`src/rtl/router_write_ctrl.sv`:
```
// Ingress sequencer for the 1x3 router: decodes the header, steers the packet into one of
// three FIFOs, checks packet parity and issues per-port soft resets for unread outputs.
module router_write_ctrl #(
    parameter int TIMEOUT = 30,
    parameter int TO_W    = 5
) (
    input  logic       clock,
    input  logic       reset,
    input  logic [7:0] data_in,
    input  logic       byte_valid,
    input  logic [2:0] fifo_full,
    input  logic [2:0] fifo_empty,
    input  logic [2:0] read_enb,
    output logic       busy,
    output logic [2:0] write_enb,
    output logic [7:0] fifo_din,
    output logic       lfd_state,
    output logic [2:0] soft_reset,
    output logic       parity_err,
    output logic       pkt_done
);

    typedef enum logic [2:0] {
        IDLE,
        WAIT_EMPTY,
        LOAD_HDR,
        LOAD_DATA,
        LOAD_PARITY,
        CHECK,
        DISCARD
    } state_t;

    state_t          r_state;
    logic [7:0]      r_hdr;
    logic [7:0]      r_parity;
    logic [5:0]      r_len;
    logic            r_aborted;
    logic [2:0]      r_soft_reset;
    logic            r_parity_err;
    logic            r_pkt_done;
    logic [TO_W-1:0] r_to_cnt [3];

    logic [1:0] w_addr;
    logic [3:0] w_full4;
    logic [3:0] w_empty4;
    logic [3:0] w_sr4;
    logic       w_loading;
    logic       w_abort;
    logic       w_busy;
    logic       w_accept;
    logic       w_write;
    logic [2:0] w_sel;

    // Address 2'b11 is padded to a zero flag so it can never stall, write or abort.
    always_comb begin
        w_addr    = r_hdr[1:0];
        w_full4   = {1'b0, fifo_full};
        w_empty4  = {1'b0, fifo_empty};
        w_sr4     = {1'b0, r_soft_reset};
        w_loading = (r_state == WAIT_EMPTY) || (r_state == LOAD_HDR) ||
                    (r_state == LOAD_DATA)  || (r_state == LOAD_PARITY);
        w_abort   = w_loading && w_sr4[w_addr];

        case (r_state)
            IDLE, DISCARD:          w_busy = 1'b0;
            LOAD_DATA, LOAD_PARITY: w_busy = w_full4[w_addr];
            default:                w_busy = 1'b1;
        endcase

        w_accept = byte_valid && !w_busy && !reset;
        w_write  = !reset && !w_abort &&
                   ((r_state == LOAD_HDR) ||
                    (((r_state == LOAD_DATA) || (r_state == LOAD_PARITY)) && w_accept));

        case (w_addr)
            2'd0:    w_sel = 3'b001;
            2'd1:    w_sel = 3'b010;
            2'd2:    w_sel = 3'b100;
            default: w_sel = 3'b000;
        endcase

        busy      = !reset && w_busy;
        write_enb = w_write ? w_sel : 3'b000;
        fifo_din  = reset ? 8'h00 : ((r_state == LOAD_HDR) ? r_hdr : data_in);
        lfd_state = w_write && (r_state == LOAD_HDR);
    end

    assign soft_reset = r_soft_reset;
    assign parity_err = r_parity_err;
    assign pkt_done   = r_pkt_done;

    always_ff @(posedge clock) begin
        if (reset) begin
            r_state      <= IDLE;
            r_hdr        <= 8'h00;
            r_parity     <= 8'h00;
            r_len        <= 6'd0;
            r_aborted    <= 1'b0;
            r_soft_reset <= 3'b000;
            r_parity_err <= 1'b0;
            r_pkt_done   <= 1'b0;
            for (int i = 0; i < 3; i++) begin
                r_to_cnt[i] <= '0;
            end
        end else begin
            r_pkt_done   <= 1'b0;
            r_parity_err <= 1'b0;

            for (int i = 0; i < 3; i++) begin
                if (fifo_empty[i] || read_enb[i]) begin
                    r_to_cnt[i]     <= '0;
                    r_soft_reset[i] <= 1'b0;
                end else if (r_to_cnt[i] == TO_W'(TIMEOUT - 1)) begin
                    r_to_cnt[i]     <= '0;
                    r_soft_reset[i] <= 1'b1;
                end else begin
                    r_to_cnt[i]     <= r_to_cnt[i] + TO_W'(1);
                    r_soft_reset[i] <= 1'b0;
                end
            end

            case (r_state)
                IDLE: begin
                    if (w_accept) begin
                        r_hdr     <= data_in;
                        r_parity  <= data_in;
                        r_len     <= data_in[7:2];
                        r_aborted <= 1'b0;
                        r_state   <= (data_in[1:0] == 2'b11) ? DISCARD : WAIT_EMPTY;
                    end
                end
                WAIT_EMPTY: begin
                    if (w_abort) begin
                        r_pkt_done <= 1'b1;
                        r_aborted  <= 1'b1;
                        r_state    <= DISCARD;
                    end else if (w_empty4[w_addr]) begin
                        r_state <= LOAD_HDR;
                    end
                end
                LOAD_HDR: begin
                    if (w_abort) begin
                        r_pkt_done <= 1'b1;
                        r_aborted  <= 1'b1;
                        r_state    <= DISCARD;
                    end else begin
                        r_state <= (r_len == 6'd0) ? LOAD_PARITY : LOAD_DATA;
                    end
                end
                LOAD_DATA: begin
                    // A byte taken in the abort cycle is still consumed, so it leaves the remaining count.
                    if (w_abort) begin
                        r_pkt_done <= 1'b1;
                        r_aborted  <= 1'b1;
                        r_state    <= DISCARD;
                        if (w_accept) begin
                            r_len <= r_len - 6'd1;
                        end
                    end else if (w_accept) begin
                        r_parity <= r_parity ^ data_in;
                        r_len    <= r_len - 6'd1;
                        if (r_len == 6'd1) begin
                            r_state <= LOAD_PARITY;
                        end
                    end
                end
                LOAD_PARITY: begin
                    if (w_abort) begin
                        r_pkt_done <= 1'b1;
                        r_state    <= IDLE;
                    end else if (w_accept) begin
                        r_parity_err <= (data_in != r_parity);
                        r_pkt_done   <= 1'b1;
                        r_state      <= CHECK;
                    end
                end
                CHECK: begin
                    r_state <= IDLE;
                end
                DISCARD: begin
                    // An aborted packet already signalled completion when it was dropped.
                    if (w_accept) begin
                        if (r_len == 6'd0) begin
                            r_pkt_done <= !r_aborted;
                            r_state    <= IDLE;
                        end else begin
                            r_len <= r_len - 6'd1;
                        end
                    end
                end
                default: begin
                    r_state <= IDLE;
                end
            endcase
        end
    end

endmodule

```
`config.mk`:
```
export PLATFORM = sky130hd
export DESIGN_NAME = router_write_ctrl
export DESIGN_NICKNAME = d
export VERILOG_FILES = /design/src/rtl/router_write_ctrl.sv
export SDC_FILE = /design/constraint.sdc
export NUM_CORES = 1
export LEC_CHECK = 0
export CAP_MARGIN = 5
export CORE_ASPECT_RATIO = 0.6
export CORE_MARGIN = 2
export CORE_UTILIZATION = 45
export DETAILED_ROUTE_END_ITERATION = 10
export GPL_TIMING_DRIVEN = 0
export MAX_ROUTING_LAYER = met4
export PLACE_DENSITY = 0.82
export RECOVER_POWER = 50
export SLEW_MARGIN = 20
export SYNTH_ARGS = -nofsm -noshare
export SYNTH_HDL_FRONTEND = slang
export SYNTH_SLANG_ARGS = --single-unit
```
`constraint.sdc`:
```
create_clock -name clock -period 1.7 [get_ports clock]
set_input_delay 0.34 -clock clock [delete_from_list [all_inputs] [get_ports clock]]
set_output_delay 0.34 -clock clock [all_outputs]
set_load 0.02 [all_outputs]
```
==> flow_summary.ini <==
[power]
cellInternalPower_mw = 2.941
powerDensity_nw_per_um2 = 1189
p_leak_nw = 1.696
p_sw_share_pct = 43.30
peakVddDrop_mv = 0.6559
power.total_mw = 5.188
p_clk_share_pct = 13.2
combPwrFrac_pct = 58.2
netSwitchingPower_mw = 2.246
pwr-share-seq_pct = 28.5

[cts]
cts.reportedPaths.clkPinSlew_ns = 0.09
cts.sinks = 46
clock-root-buffer = clkbuf_8
cts_tree = built
h-tree-depth = 2
clk_path_buf_depth = 2
cts_made_buffers = 5
clock_latency_ns = 0.30
hold_buffers = 0

[synth]
synth-edff-count = 15
ys_seq_area_share_pct = 38.52
synthAdderAreaFrac_pct = 4.050
synth-simple-area-share_pct = 27.72
synth_cell_types = 55
netlist_area_um2 = 2780
syn_area_per_cell_um2 = 7.943
syn_inst = 350
synth_compound_area_share_pct = 17.64
synth_xor_area_share_pct = 5.671
synth_top_family_by_area = simple AND/OR/NAND/NOR gates
synth-main-ff-cell = dfxtp_1
ys_warn_count = 0
synth-seq-cells = 46
ys_async_sr_fraction_pct = 0
muxShareOfSynthArea_pct = 2.205

[placement]
io_buffers = 36
routabilityCongestion = 0.9747
dpl_cell_area_um2 = 3418
hpwl_um = 5500

[critical_path]
start_kind = flip-flop
timing_worst_setup_path_type = flip-flop to primary output
crit_fanout = 3
worstSetupEndpointType = primary output
critical_path_arrival_ns = 1.82
cp.required_ns = 1.36

[sta]
final_hold_viol_count = 0
tns_ns = -7.805
post-route-period-util_pct = 126.9
final_max_slew_viol_count = 0
fmax_ghz = 0.4637
worst_pin_slew_ns = 0.7138
min_period_ns = 2.157
relSlewSlack_pct = 52.42
setup_viol = 33
layout_setup_ws_ns = -0.4566
rsz0062_at_grt = true
fin_skew_ns = 0.004622

[finish]
ff_latch_area_um2 = 1092
drive_gt1_share_pct = 36.69
nNetsFinal = 475
multi_input_area_um2 = 2146
fillers = 411
diodes = 0
utilization_pct = 72.37
area_growth_pct = 56.93
design_area_um2 = 4363

[floorplan]
dieHeight_um = 64.89
initial_core_util_pct = 46.12
pin_count = 38
dieWidth_um = 105.5
rows = 22
fp.coreArea_um2 = 6028
die_area_um2 = 6844

[grt]
grt.total_usage_pct = 26.14
grt_overflow = 0
grt_pass1_vias = 2853
grt_pass1_wl_um = 13830
antenna_found_initial = 0
grt_start_max_net_pins = 15

[detailed_routing]
wirelength_um = 9622
drt-pass1-iter-count = 6
wl_per_cell_um = 18.12
antenna_left = 0
vias = 3028
drtIter0Drc = 241
drc = 0
viasPerCell = 5.702

[flow_run]
cap_viol_max_count = 0

[run_status]
violations = setup timing
status = finished, violations left

[worst_hold_path]
holdCritPathClass = input pin to flip-flop
-- cells in the mapped netlist, types with 6 or more instances --
library cell,number,area (um^2)
a21oi_1,43,215.2
clkbuf_1,9,33.78
dfxtp_1,31,620.6
edfxtp_1,15,450.4
ha_1,9,112.6
inv_1,10,37.54
nand2_1,57,214.0
nand3_1,9,45.04
nand4_1,6,37.54
nor2_1,44,165.2
nor3_1,10,50.05
nor4_1,8,50.05
o21ai_0,16,80.08
xnor2_1,11,96.34
xor2_1,7,61.31
-- cell usage in the layout (no fill, tap or decap), types with 5 or more instances in the layout --
cell type,Yosys,routed
a21oi_1,43,27
nand2_4,0,8
edfxtp_1,15,15
clkdlybuf4s50_1,0,17
xnor2_1,11,11
buf_4,2,27
inv_1,10,9
nand3_1,9,8
o21ai_0,16,10
nor2_1,44,29
nor2_2,1,8
dfxtp_1,31,22
nand4_1,6,6
xor2_1,7,7
conb_1,1,15
ha_1,9,8
nand2_1,57,46
a21oi_2,0,12
dfxtp_2,0,5
nor3_1,10,8
clkbuf_8,0,5
buf_6,0,30
nor2_4,0,8
-- layout make-up --
class | instances | area share, %
well taps | 84 | 2.409
inverters | 12 | 1.176
repair buffers | 79 | 17.81
plain buffers | 11 | 2.438
flip-flops and latches | 46 | 25.04
clock buffers | 5 | 1.577
multi-input cells | 291 | 49.18
clock inverters | 3 | 0.3728
-- worst max-delay path: stages, from the launching register on --
cell and delay, ns:
dfxtp_4 0.37, buf_6 0.12, or3_4 0.39, a31oi_4 0.20, nand2_2 0.11, nor3b_4 0.19, buf_6 0.14
-- flip-flops by register name, summed over array words and instances (netlist names) --
| signal | cells |
|---|---|
| r_hdr | 8 |
| pkt_done | 1 |
| r_to_cnt | 15 |
| r_aborted | 1 |
| r_parity | 8 |
| soft_reset | 3 |
| r_len | 6 |
| r_state | 3 |
| parity_err | 1 |
-- logic make-up (layout without fill, tap and decap cells) --
family                   Yosys count  after routing
buffers and inverters             27            110
multiplexers                       6              6
adder cells (fa/ha/maj)            9              9
other                              1             15
XOR/XNOR                          18             18
flip-flops                        46             46
AND/OR/NAND/NOR                  160            160
AO/OA/AOI/OAI                     83             83
-- worst paths after layout --
kind,startpoint,end,slack (ns),cells after the start
worst max-delay path,r_state[0],write_enb[1],-0.46,6
worst min-delay path,reset,soft_reset[0],0.42,3
worst max register to register,r_hdr[0],r_state[0],-0.30,8
worst min register to register,r_hdr[6],r_hdr[6],0.48,2
-- timing repair --
action / CTS / global route
gates resized for setup: 138 / 78
pin swaps: 32 / 35
setup buffers: 31 / 12
setup endpoints to repair: 41 / 42
-- metrics by stage --
step                      hold WS [ns]  setup slack [ns]  std cells
after global placement          0.4435            -1.264        484
after CTS                       0.3971           -0.4635        521
final                           0.4154           -0.4566        531
after floorplan                 0.4366           -0.1003        364
after detailed placement        0.4476            -1.288        484
after global routing            0.4258           -0.5208        531
-- power by group through the flow --
stage	sequential, mW	combinational [mW]	clock, mW
6_report	1.48	3.02	0.687
5_1_grt	1.49	3.18	0.734
4_1_cts	1.45	2.43	0.684
3_5_place_dp	1.42	1.84	0
3_3_place_gp	1.41	1.82	0
2_1_floorplan	1.39	1.35	0
-- layer usage --
layer / GRT usage [%] / part of all wire (%) / vias to the layer above
met2: 41.29 / 48 / 136
met5: - / 0 / -
met4: 6.333 / 2.1 / 0
met3: 6.137 / 7.0 / 23
li1: - / - / 1407
met1: 34.23 / 43 / 1462
No activity file was read; power rests on OpenSTA's default activity.
